### src/rtl/fft_stage_mux_seq.sv
// Registered N:1 FFT stage-operand mux with valid/ready handshake and an auto stage sequencer.
// Optional sticky out-of-range selection flag: define FFT_MUX_SEL_ERR_EN to add the sel_err port.
module fft_stage_mux_seq #(
  parameter int DATA_WIDTH = 16,
  parameter int NUM_IN     = 5,
  parameter int SEL_W      = 3,
  parameter int FRAME_LEN  = 32,
  parameter int CNT_W      = 5
) (
  input  logic                         clk,
  input  logic                         rst,
  input  logic [NUM_IN*DATA_WIDTH-1:0] in_bus,
  input  logic                         in_valid,
  output logic                         in_ready,
  input  logic                         mode,
  input  logic [SEL_W-1:0]             sel_manual,
  input  logic                         start,
  output logic [DATA_WIDTH-1:0]        y,
  output logic                         y_valid,
  input  logic                         out_ready,
  output logic [SEL_W-1:0]             cur_sel,
  output logic                         busy,
  output logic                         frame_done
`ifdef FFT_MUX_SEL_ERR_EN
  ,
  output logic                         sel_err
`endif
);

  typedef enum logic {IDLE = 1'b0, RUN = 1'b1} state_e;

  state_e                state_q, state_d;
  logic [CNT_W-1:0]      cnt_q, cnt_d;
  logic [SEL_W-1:0]      stage_q, stage_d;
  logic [DATA_WIDTH-1:0] y_q, y_d;
  logic                  y_valid_q, y_valid_d;
  logic                  accept_s;
  logic                  cnt_wrap_s;
  logic                  last_accept_s;
  logic                  sel_oor_s;
  logic [DATA_WIDTH-1:0] sel_data_s;
  logic [DATA_WIDTH-1:0] slices_s [NUM_IN];

  for (genvar k = 0; k < NUM_IN; k++) begin : g_slice
    assign slices_s[k] = in_bus[k*DATA_WIDTH +: DATA_WIDTH];
  end

  assign accept_s      = in_valid && in_ready;
  assign cnt_wrap_s    = (cnt_q == CNT_W'(FRAME_LEN - 1));
  assign last_accept_s = (state_q == RUN) && accept_s && cnt_wrap_s
                         && (stage_q == SEL_W'(NUM_IN - 1));
  assign sel_oor_s     = (32'(cur_sel) >= NUM_IN);
  assign sel_data_s    = sel_oor_s ? {DATA_WIDTH{1'b0}} : slices_s[cur_sel];

  always_ff @(posedge clk) begin
    if (rst) begin
      state_q <= IDLE;
    end else begin
      state_q <= state_d;
    end
  end

  always_comb begin
    state_d = state_q;
    case (state_q)
      IDLE:    state_d = (start && mode) ? RUN : IDLE;
      RUN:     state_d = last_accept_s ? IDLE : RUN;
      default: state_d = IDLE;
    endcase
  end

  // Auto mode in IDLE blocks input so no sample slips in before start.
  always_comb begin
    busy       = 1'b0;
    cur_sel    = {SEL_W{1'b0}};
    in_ready   = !y_valid_q || out_ready;
    frame_done = last_accept_s && !rst;
    case (state_q)
      IDLE: begin
        cur_sel  = mode ? {SEL_W{1'b0}} : sel_manual;
        in_ready = (!y_valid_q || out_ready) && !mode;
      end
      RUN: begin
        busy    = 1'b1;
        cur_sel = stage_q;
      end
      default: begin
        busy    = 1'b0;
        cur_sel = {SEL_W{1'b0}};
      end
    endcase
  end

  always_comb begin
    cnt_d     = cnt_q;
    stage_d   = stage_q;
    y_d       = y_q;
    y_valid_d = y_valid_q;
    if (accept_s) begin
      y_d       = sel_data_s;
      y_valid_d = 1'b1;
    end else if (out_ready) begin
      y_valid_d = 1'b0;
    end else begin
      y_valid_d = y_valid_q;
    end
    if (state_q != RUN) begin
      cnt_d   = {CNT_W{1'b0}};
      stage_d = {SEL_W{1'b0}};
    end else if (accept_s && cnt_wrap_s) begin
      cnt_d   = {CNT_W{1'b0}};
      stage_d = last_accept_s ? {SEL_W{1'b0}} : stage_q + SEL_W'(1);
    end else if (accept_s) begin
      cnt_d = cnt_q + CNT_W'(1);
    end else begin
      cnt_d = cnt_q;
    end
  end

  always_ff @(posedge clk) begin
    if (rst) begin
      cnt_q     <= {CNT_W{1'b0}};
      stage_q   <= {SEL_W{1'b0}};
      y_q       <= {DATA_WIDTH{1'b0}};
      y_valid_q <= 1'b0;
    end else begin
      cnt_q     <= cnt_d;
      stage_q   <= stage_d;
      y_q       <= y_d;
      y_valid_q <= y_valid_d;
    end
  end

  assign y       = y_q;
  assign y_valid = y_valid_q;

`ifdef FFT_MUX_SEL_ERR_EN
  logic sel_err_q, sel_err_d;

  assign sel_err_d = sel_err_q || (accept_s && sel_oor_s);

  always_ff @(posedge clk) begin
    if (rst) begin
      sel_err_q <= 1'b0;
    end else begin
      sel_err_q <= sel_err_d;
    end
  end

  assign sel_err = sel_err_q;
`endif

endmodule

### config.mk
export PLATFORM = sky130hd
export DESIGN_NAME = fft_stage_mux_seq
export DESIGN_NICKNAME = d
export VERILOG_FILES = /design/src/rtl/fft_stage_mux_seq.sv
export SDC_FILE = /design/constraint.sdc
export NUM_CORES = 1
export LEC_CHECK = 0
export ABC_AREA = 1
export BUFFER_PORTS_ARGS = -buffer_cell sky130_fd_sc_hd__buf_2
export CAP_MARGIN = 0
export CORE_MARGIN = 1
export CORE_UTILIZATION = 45
export CTS_BUF_LIST = sky130_fd_sc_hd__clkbuf_8
export DETAILED_ROUTE_END_ITERATION = 8
export HOLD_SLACK_MARGIN = 0.05
export PLACE_DENSITY_LB_ADDON = 0.3
export SYNTH_ARGS = -nofsm -noshare
export SYNTH_HDL_FRONTEND = slang
export SYNTH_SLANG_ARGS = --single-unit
### constraint.sdc
create_clock -name clk -period 3.9 [get_ports clk]
set_input_delay 0.39 -clock clk [delete_from_list [all_inputs] [get_ports clk]]
set_output_delay 0.39 -clock clk [all_outputs]
set_load 0.03 [all_outputs]
# Word-level counts from Yosys, hierarchy flattened

Cells that the tools add are included.

Add/sub/neg operators: 2
Magnitude comparators: 2
Equal/unequal tests: 2
Muxes and demuxes: 14
Bitwise gates (word level): 2
Reductions and logical operators: 15

Operator list:

| cell                                                          | count |
|---|---|
| 16-bit binary-select mux with 3-bit select                    | 1 |
| 16-bit 2-to-1 mux                                             | 3 |
| 1-bit logical AND                                             | 8 |
| 1-bit 2-to-1 mux                                              | 6 |
| 3-bit 2-to-1 mux                                              | 2 |
| 3-bit case mux with 2 select lines                            | 1 |
| 5-bit by 1-bit adder with 5-bit output, second input constant | 1 |
| 5-bit equality test, second input constant                    | 1 |
| 4-bit >= comparator, second input constant                    | 1 |
| 3-bit inverter with 4-bit output                              | 1 |
| 3-bit by 1-bit adder with 3-bit output, second input constant | 1 |
| 3-bit equality test, second input constant                    | 1 |
| 3-bit >= comparator, second input constant                    | 1 |
| 1-bit logical NOT                                             | 3 |
| 3-bit OR reduction                                            | 1 |
| 1-bit case mux with 2 select lines                            | 1 |
| 2-bit nonzero test                                            | 1 |
| 2-bit OR reduction                                            | 1 |
| 1-bit logical OR                                              | 1 |
| 1-bit inverter                                                | 1 |

Bits in registers: 26
Input bits: 89
Output and inout bits: 23
Word-level logic and storage cells: 42

# Logic depth before layout (Yosys ltp)

Gate-level depths: netlist (run 1).

Word-level depth: 10
Depth in mapped cells: 9
Mapped depth without buffers: 9

# Least setup slack after synthesis (run 1)

No wires, ideal clock.

Path kind: reg-to-output
From: reg state_q
To: out frame_done
Data arrival time: 1.597 ns
Required time: 3.510 ns
Slack: 1.913 ns
Stages on the path, launching flop included: 7
Buffers on the path: 0
Cell sequence: dfxtp_1 inv_1 nand2_2 nand3_4 nor2_4 nand4_1 nor2_1

Cells in the longest elaborated chain, start to end: 6

Ends and longest elaborated chain:

| element                            | line | text |
|---|---|---|
| start, declared                    | 32   | `state_e state_q, state_d;` |
| start signal, assigned             | 59   | `state_q <= state_d;` |
| 1-bit 2-to-1 mux                   | 78   | `case (state_q)` |
| 1-bit logical AND                  | 48   | `assign accept_s = in_valid && in_ready;` |
| 1-bit logical AND (*) (2 in a row) | 50   | `assign last_accept_s = (state_q == RUN) && accept_s && cnt_wrap_s` |
| 1-bit logical AND (*)              | 51   | `&& (stage_q == SEL_W'(NUM_IN - 1));` |
| 1-bit logical AND (*)              | 77   | `frame_done = last_accept_s && !rst;` |
| end, declared                      | 23   | `output logic frame_done` |

Mark *: on every way between the ends. The rest lies on a longest branch, timed or not.

# Worst setup path after layout (run 1)

From: reg state_q
To: out cur_sel[0]

Cells in the longest elaborated chain, start to end: 2

Ends and longest elaborated chain:

| element                                | line | text |
|---|---|---|
| 1-bit inverter (no source line)        | n/a  |  |
| 3-bit case mux with 2 select lines (*) | 78   |  |
| end, declared                          | 21   | `output logic [SEL_W-1:0] cur_sel,` |

Marked as above.

==> results of run 1 <==
[per-stage QoR]
step	total power [mW]	utilization, %
after floorplan	0.451	-
after global placement	0.530	62.5
after detailed placement	0.532	62.5
after CTS	0.752	64.4
after global routing	0.789	64.4
final	0.750	64.4
[layout make-up]
class	count	area (µm²)	share of cell area [%]
Timing Repair Buffer	112	563	23.0
Clock buffer	3	41.3	1.69
Inverter	15	58.8	2.40
Sequential cell	26	520	21.3
Multi-Input combinational cell	245	1170	47.9
Tap cell	48	60.1	2.46
Clock inverter	1	30.0	1.23
[metal layers]
layer	share of wire, %	vias up
li1	-	1212
met1	43	1010
met2	48	102
met3	7.0	11
met4	1.9	0
met5	0	-
[flip-flops by register name (all words and copies together) (netlist names)]
signal	flops
y_valid	1
state_q	1
stage_q	3
y	16
cnt_q	5
[final timing paths]
path / start / endpoint / slack, ns / cells after the start
min: rst / y_valid$_SDFFE_PP0P_ / 0.30 / 2
min reg2reg: cnt_q[3]$_SDFFE_PP0P_ / cnt_q[3]$_SDFFE_PP0P_ / 0.46 / 1
max: state_q$_SDFF_PP0_ / cur_sel[0] / 1.38 / 4
max reg2reg: state_q$_SDFF_PP0_ / y[10]$_SDFFE_PP0P_ / 1.65 / 8
[cells by family (layout without fill, tap and decap cells)]
kind of cell             Yosys count  count (layout)  share of synthesized area (%)
XOR/XNOR                           2               2                          0.946
adder cells (fa/ha/maj)            4               4                           2.70
flip-flops                        26              26                           28.1
AND/OR/NAND/NOR                  197             197                           48.3
buffers and inverters             33             131                           8.58
AO/OA/AOI/OAI                     42              42                           11.4
[placed cells by master, fill, tap and decap left out, types with 3 or more instances in the layout]
| master | count |
|---|---|
| dfxtp_1 | 26 |
| a21oi_1 | 23 |
| buf_2 | 111 |
| o21ai_0 | 19 |
| nor2_1 | 39 |
| clkbuf_8 | 3 |
| inv_1 | 12 |
| nand2_2 | 5 |
| nand3_1 | 81 |
| ha_1 | 4 |
| nand2_1 | 64 |
[worst max-delay path, cell delays in order, from the launching register on]
cell and delay (ns):
dfxtp_1 0.46, nor2_2 0.08, nand2_2 0.44, nand2_2 0.52
buf_2 0.34
[report_power, final]
group / switching [mW] / internal (mW) / leakage, nW
logic: 0.149 / 0.0870 / 0.989
clock network: 0.0844 / 0.137 / 0.0357
registers: 0.00969 / 0.282 / 0.213
total: 0.243 / 0.507 / 1.24
==> results.sh, run 1 <==
export IMPL_syn_instance_count=304
export IMPL_worstPathRequired_ns=3.51
export IMPL_start_util_pct=48.7
export IMPL_ys_ff_latch=26
export IMPL_ctsResizeCount=0
export IMPL_synth_area_leaders="dfxtp_1, nand3_1, nand2_1"
export IMPL_cts_sinks=26
export IMPL_drive_above_1_share_pct=32.1
export IMPL_grt_usage_pct=25.3
export IMPL_antenna_found_initial=0
export IMPL_wl_mm=5.48
export IMPL_rsz0062_at_grt="false"
export IMPL_dp_hpwl_mm=4.05
export IMPL_wl_per_cell_um=12.2
export IMPL_hold_class="in2reg"
export IMPL_synth_top_cell_area_share_pct=28.1
export IMPL_clock_skew_ns=0.00959
export IMPL_vias=2335
export IMPL_fmax_mhz=397
export IMPL_drc=0
export IMPL_dr_pass1_iters=4
export IMPL_cts_made_buffers=3
export IMPL_status="finished, final reports clean"
export IMPL_slew_headroom_pct=60.6
export IMPL_ios=112
export IMPL_yosysTopAreaCell="dfxtp_1"
export IMPL_globalRouteMet1Util_pct=30.7
export IMPL_num_rows=22
export IMPL_clk_latency_ns=0.28
export IMPL_worst_slew_pin_slew_ns=0.589
export IMPL_insertedDiodeCount=0
export IMPL_cts_root_buf="clkbuf_8"
export IMPL_fillCellCount=367
export IMPL_synthArstFlopShare_pct=0
export IMPL_vdd_drop_max_mv=0.231
export IMPL_slew_violations=0
export IMPL_yosysMostFrequentCell="nand3_1"
export IMPL_setup_viol=0
export IMPL_ant_nets=0
export IMPL_ys_flop_type="dfxtp_1"
export IMPL_power_density_nw_per_um2=306
export IMPL_cts_tree="built"
export IMPL_grt_busiest_layer="met2"
export IMPL_ctsLongestPathBuffers=2
export IMPL_drtIter0Drc=164
export IMPL_placed_cells=446
export IMPL_area_growth_pct=32.1
export IMPL_core_region_area_um2=3800
export IMPL_met3_usage_pct=4.83
export IMPL_fin_cells=450
export IMPL_clk_pin_slew_ns=0.09
export IMPL_syn_area_um2=1850
export IMPL_cp_start_kind="register"
export IMPL_finish_instance_area_um2=2450
export IMPL_finalNetCount=496
export IMPL_die_y_um=66.2
export IMPL_synth_commonest_cells="nand3_1, nand2_1, nor2_1, dfxtp_1, a21oi_1"
export IMPL_finalCritPeriodShare_pct=64.6
export IMPL_die_x_um=66.2
export IMPL_die_area_um2=4380
export IMPL_final_setup_worst_slack_ns=1.38
export IMPL_htreeDepth=1
export IMPL_hold_violations=0
export IMPL_overflow=0
export IMPL_drt_vias_per_instance=5.19
export IMPL_place_ws_ns=1.59
export IMPL_path_max_fanout=34
export IMPL_cap_violations=0
export IMPL_grt_pass1_vias=1975
export IMPL_fin_hold_ws_ns=0.300
export IMPL_synth_area_per_cell_um2=6.09
export IMPL_critPathKind="reg2out"
export IMPL_grt_use_met2_pct=43.8
export IMPL_place_area_um2=2370
export IMPL_fin_setup_tns_ns=0
export IMPL_arrival_ns=2.13
export IMPL_yosysSeqAreaShare_pct=28.1
export IMPL_post_cts_setup_buffers=0
export IMPL_gp_congestion=0.854
export IMPL_period_needed_ns=2.52
export IMPL_io_buffers=111
export IMPL_grt_pass1_wl_mm=8.50
export IMPL_holdBufCountCts=0
export IMPL_yosys_cell_types_count=24
export IMPL_cp_end_kind="output port"
export IMPL_yosys_warnings=0
export IMPL_p_leak_nw=1.24
export IMPL_synth_edf_count=0
export IMPL_syn_nets=397
export IMPL_grt_start_max_net_pins=35
No activity file was read; power rests on OpenSTA's default activity.
==> inputs of run 2 (changes only) <==
- CORE_UTILIZATION: 45 -> 40
- clock period: 3.9 -> 2.2 ns (I/O delays scaled with it)
==> run 2 against run 1 <==
  * Flip-flop and latch count unchanged
  * Hold slack worse by 0.17 ns
  * Combinational power rose by 80%
  * Critical endpoint is now frame_done
  * Largest power group unchanged
==> results.sh, run 2 (same netlist as run 1, synthesis figures left out) <==
export IMPL_status="finished, final reports clean"
export IMPL_p_comb_share_pct=31.7
export IMPL_power_density_nw_per_um2=542
export IMPL_die_x_um=70.0
export IMPL_cap_violations=0
export IMPL_wl_per_cell_um=12.5
export IMPL_finalNetCount=498
export IMPL_ff2ff_setup_slack_ns=0.50
export IMPL_final_common_cell="buf_2"
export IMPL_hold_depth=2
export IMPL_cts_tree="built"
export IMPL_drtIter0Drc=119
export IMPL_antenna_found_initial=0
export IMPL_grt_usage_pct=23.5
export IMPL_grt_start_max_net_pins=35
export IMPL_ios=112
export IMPL_fin_setup_tns_ns=0
export IMPL_worst_r2r_cell_count=8
export IMPL_drive_above_1_share_pct=32.4
export IMPL_cts_made_buffers=3
export IMPL_critPathKind="reg2out"
export IMPL_die_area_um2=4910
export IMPL_start_util_pct=42.0
export IMPL_intPower_mw=0.901
export IMPL_largest_reg_flops=16
export IMPL_area_growth_pct=33.3
export IMPL_timing_rr_end="y[2]$_SDFFE_PP0P_"
export IMPL_switching_share_pct=32.7
export IMPL_path_max_fanout=6
export IMPL_core_region_area_um2=4410
export IMPL_io_buffers=111
export IMPL_vdd_drop_max_mv=0.443
export IMPL_finalCritPeriodShare_pct=90.1
export IMPL_p_leak_nw=1.25
export IMPL_power_switching_mw=0.437
export IMPL_clk_latency_ns=0.27
export IMPL_grt_pass1_vias=2118
export IMPL_holdCritStartpoint="rst"
export IMPL_reg2reg_from="state_q$_SDFF_PP0_"
export IMPL_insertedDiodeCount=0
export IMPL_cp_start_kind="register"
export IMPL_slew_violations=0
export IMPL_dp_hpwl_mm=4.33
export IMPL_period_needed_ns=1.98
export IMPL_cts_root_buf="clkbuf_8"
export IMPL_clock_skew_ns=0.00347
export IMPL_num_rows=24
export IMPL_fmax_mhz=504
export IMPL_gp_congestion=0.841
export IMPL_placed_cells=452
export IMPL_holdBufCountCts=0
export IMPL_clk_pin_slew_ns=0.09
export IMPL_fillCellCount=473
export IMPL_post_route_util_pct=55.9
export IMPL_seqPwrFrac_pct=38.7
export IMPL_rsz0062_at_grt="false"
export IMPL_hold_end="y_valid$_SDFFE_PP0P_"
export IMPL_ctsLongestPathBuffers=2
export IMPL_mostFrequentLayoutCells="buf_2, nand3_1, nand2_1, nor2_1, dfxtp_1"
export IMPL_overflow=0
export IMPL_p_clk_share_pct=29.6
export IMPL_fin_hold_ws_ns=0.134
export IMPL_hold_violations=0
export IMPL_drc=0
export IMPL_vias=2373
export IMPL_dr_pass1_iters=5
export IMPL_htreeDepth=1
export IMPL_die_y_um=70.0
export IMPL_wl_mm=5.68
export IMPL_post_cts_setup_buffers=0
export IMPL_fin_cells=456
export IMPL_grt_pass1_wl_mm=9.37
export IMPL_drt_vias_per_instance=5.20
export IMPL_worst_slew_pin_slew_ns=0.595
export IMPL_hold_class="in2reg"
export IMPL_ant_nets=0
export IMPL_cp_end_kind="output port"
export IMPL_setup_viol=0
export IMPL_slew_headroom_pct=60.2
export IMPL_cts_sinks=26
export IMPL_worstPathRequired_ns=1.98
export IMPL_arrival_ns=1.76
[run 2: cell types whose count changed in the layout (fill, tap and decap cells not counted)]
| cell | delta |
|---|---|
| buf_4 | +2 |
| buf_2 | -1 |
| clkbuf_4 | +1 |
[run 2: per-stage QoR]
| stage | total power, mW | setup slack, ns | cell area, µm² |
|---|---|---|---|
| finish | 1.34 | 0.217 | 2470 |
| global route | 1.41 | 0.00183 | 2470 |
| CTS | 1.34 | 0.201 | 2470 |
| detailed placement | 0.950 | 0.515 | 2390 |
| global placement | 0.946 | 0.549 | 2390 |
| floorplan | 0.799 | 0.383 | 1850 |
[run 2: worst max-delay path by stage]
stage                                startpoint                end  slack, ns  depth (start not counted)
after CTS                 cnt_q[0]$_SDFFE_PP0P_         frame_done       0.20                          9
final                     cnt_q[0]$_SDFFE_PP0P_         frame_done       0.22                          9
after global routing      cnt_q[0]$_SDFFE_PP0P_         frame_done      0.002                          9
after detailed placement     state_q$_SDFF_PP0_  y[2]$_SDFFE_PP0P_       0.51                          8
after floorplan              state_q$_SDFF_PP0_         frame_done       0.38                          6
after global placement    cnt_q[0]$_SDFFE_PP0P_         frame_done       0.55                          9
[run 2: power by group through the flow]
stage                     Sequential [mW]  Combinational [mW]  Clock (mW)
after CTS                           0.517               0.423       0.404
after global routing                0.521               0.465       0.427
final                               0.517               0.424       0.397
after detailed placement            0.527               0.423           0
after global placement              0.527               0.419           0
after floorplan                     0.585               0.215           0
[run 2: timing repair]
| action | in CTS | in global routing |
|---|---|---|
| setup endpoints to repair | 0 | 1 |
| hold endpoints to repair | 0 | 0 |
| gates resized for setup | 0 | 1 |
[run 2: area by class of cell]
class	count	area [µm²]	share of cell area (%)
repair buffers	114	581	23.5
multi-input cells	245	1170	47.5
clock buffers	3	41.3	1.67
well taps	52	65.1	2.64
clock inverters	1	30.0	1.22
inverters	15	58.8	2.38
flip-flops and latches	26	520	21.1
[run 2: per-layer routing]
layer	global-route usage, %	wire length, µm	share of wire, %	up-vias
met5	0	0	0	-
met4	6.67	96	1.7	0
met3	4.91	405	7.1	10
met2	39.3	2710	48	102
met1	30.3	2470	43	1047
li1	-	-	-	1214
[run 2: worst max-delay path, stage by stage (launching register included)]
cell and delay, ns:
dfxtp_1 0.37, ha_1 0.19, inv_1 0.06, nor2_1 0.10, ha_1 0.15, inv_1 0.06
nor2_4 0.16, nand4_1 0.12, nor2_1 0.11, clkbuf_4 0.19
==> inputs of run 3 (changes only) <==
==> constraint.sdc (replaced) <==
create_clock -name clk -period 2.2 [get_ports clk]
set_input_delay 0.22 -clock clk [delete_from_list [all_inputs] [get_ports clk]]
set_output_delay 0.22 -clock clk [all_outputs]
set_load 0.05 [all_outputs]
==> run 3 against run 2 <==
  * Combinational power rose by 12%
  * Flip-flop and latch count did not move
  * Sequential power barely moved
  * Final cell count did not move
  * Via count rose by 1.0%
  * Clock skew rose by 0.0063 ns
  * Wire length rose by 0.28%
  * Clock power rose by 1%
  * Worst setup slack got worse by 0.024 ns
  * Critical path type unchanged
  * Highest routed layer unchanged
==> results.sh, run 3 (same netlist as run 1, synthesis figures left out) <==
export IMPL_status="finished, final reports clean"
export IMPL_slew_headroom_pct=60.1
export IMPL_overflow=0
export IMPL_holdBufCountCts=0
export IMPL_dr_pass1_iters=4
export IMPL_ctsLongestPathBuffers=2
export IMPL_final_common_cell="buf_2"
export IMPL_slew_violations=0
export IMPL_crit_slowest_cell="dfxtp_1"
export IMPL_drtIter0Drc=200
export IMPL_worst_slew_pin_slew_ns=0.596
export IMPL_place_ws_ns=0.419
export IMPL_path_max_fanout=6
export IMPL_vias=2397
export IMPL_p_comb_share_pct=34.0
export IMPL_grt_pass1_vias=2207
export IMPL_crit_chain="ha_1 > inv_1 > nor2_1 > ha_1 > inv_1 > nor2_4 > nand4_1 > nor2_2 > buf_6"
export IMPL_vdd_drop_max_mv=0.332
export IMPL_grt_usage_pct=23.8
export IMPL_critPathKind="reg2out"
export IMPL_switching_share_pct=35.3
export IMPL_fmax_mhz=498
export IMPL_area_growth_pct=33.7
export IMPL_crit_buf_inv=3
export IMPL_grt_pass1_wl_mm=9.63
export IMPL_rsz0062_at_grt="false"
export IMPL_cap_violations=0
export IMPL_crit_family="simple AND/OR/NAND/NOR gates"
export IMPL_die_area_um2=4910
export IMPL_cts_made_buffers=3
export IMPL_die_x_um=70.0
export IMPL_die_y_um=70.0
export IMPL_insertedDiodeCount=0
export IMPL_p_clk_share_pct=28.9
export IMPL_cp_start_kind="register"
export IMPL_drt_vias_per_instance=5.26
export IMPL_ios=112
export IMPL_arrival_ns=1.79
export IMPL_cts_tree="built"
export IMPL_largest_reg_flops=16
export IMPL_setup_viol=0
export IMPL_hold_violations=0
export IMPL_core_region_area_um2=4410
export IMPL_cts_root_buf="clkbuf_8"
export IMPL_wl_per_cell_um=12.5
export IMPL_seqPwrFrac_pct=37.1
export IMPL_finalCritPeriodShare_pct=91.2
export IMPL_wl_mm=5.70
export IMPL_period_needed_ns=2.01
export IMPL_finalNetCount=498
export IMPL_mostFrequentLayoutCells="buf_2, nand3_1, nand2_1, nor2_1, dfxtp_1"
export IMPL_power_density_nw_per_um2=563
export IMPL_hold_class="in2reg"
export IMPL_gp_congestion=0.857
export IMPL_fin_setup_tns_ns=0
export IMPL_htreeDepth=1
export IMPL_worstPathRequired_ns=1.98
export IMPL_grt_start_max_net_pins=35
export IMPL_num_rows=24
export IMPL_clock_skew_ns=0.00978
export IMPL_start_util_pct=42.0
export IMPL_p_leak_nw=1.25
export IMPL_drc=0
export IMPL_cp_end_kind="output port"
export IMPL_drive_above_1_share_pct=32.9
export IMPL_antenna_found_initial=0
export IMPL_ant_nets=0
export IMPL_intPower_mw=0.902
export IMPL_clk_pin_slew_ns=0.10
export IMPL_dp_hpwl_mm=4.36
export IMPL_crit_path_max_incr_delay_ns=0.37
export IMPL_power_switching_mw=0.492
export IMPL_final_setup_worst_slack_ns=0.194
export IMPL_cts_sinks=26
export IMPL_io_buffers=111
export IMPL_clk_latency_ns=0.28
run 3: layout make-up:
class / instances / area (µm²)
clock buffers: 3 / 41.3
clock inverters: 1 / 30.0
fillers: 451 / 1940
inverters: 15 / 58.8
multi-input cells: 245 / 1170
flip-flops and latches: 26 / 522
well taps: 52 / 65.1
repair buffers: 114 / 584
run 3: worst register-to-register path, stage by stage (launching register included):
cell	delay (ns)
dfxtp_1	0.38
nor2_2	0.16
nand2_2	0.09
nand2_2	0.46
inv_2	0.09
nand2_4	0.19
nor2_1	0.07
nor2_1	0.10
a21oi_1	0.07
run 3: through the flow:
stage	total power [mW]	instances	utilization (%)	hold WS, ns	cell area, µm²
6_report	1.39	456	56.1	0.142	2480
5_1_grt	1.46	456	56.1	0.141	2480
4_1_cts	1.40	456	55.9	0.137	2470
3_5_place_dp	1.00	452	54.3	0.440	2400
3_3_place_gp	0.999	452	54.3	0.438	2400
2_1_floorplan	0.851	304	-	0.289	1850
run 3: per-layer routing:
layer	vias to the layer above	part of all wire [%]	global-route usage, %
met1	1081	44	30.4
met4	0	1.5	7.78
met3	9	5.8	3.32
met2	93	48	41.1
li1	1214	-	-
met5	-	0	0
run 3: timing repair:
item                       CTS  global route
buffers inserted             0             0
resized for setup            0             4
setup endpoints to repair    0             1
run 3: power by group through the flow:
stage | Combinational, mW | Clock [mW] | Sequential (mW)
3_5_place_dp | 0.474 | 0 | 0.527
4_1_cts | 0.475 | 0.408 | 0.516
6_report | 0.474 | 0.402 | 0.517
3_3_place_gp | 0.471 | 0 | 0.527
5_1_grt | 0.518 | 0.423 | 0.522
2_1_floorplan | 0.223 | 0 | 0.629
run 3: final timing paths:
kind	from	endpoint	slack [ns]	cells past startpoint
setup / recovery	cnt_q[1]$_SDFFE_PP0P_	frame_done	0.19	9
hold / removal	rst	y_valid$_SDFFE_PP0P_	0.14	2
setup reg to reg	state_q$_SDFF_PP0_	y[15]$_SDFFE_PP0P_	0.50	8
hold reg to reg	cnt_q[3]$_SDFFE_PP0P_	cnt_q[3]$_SDFFE_PP0P_	0.47	1
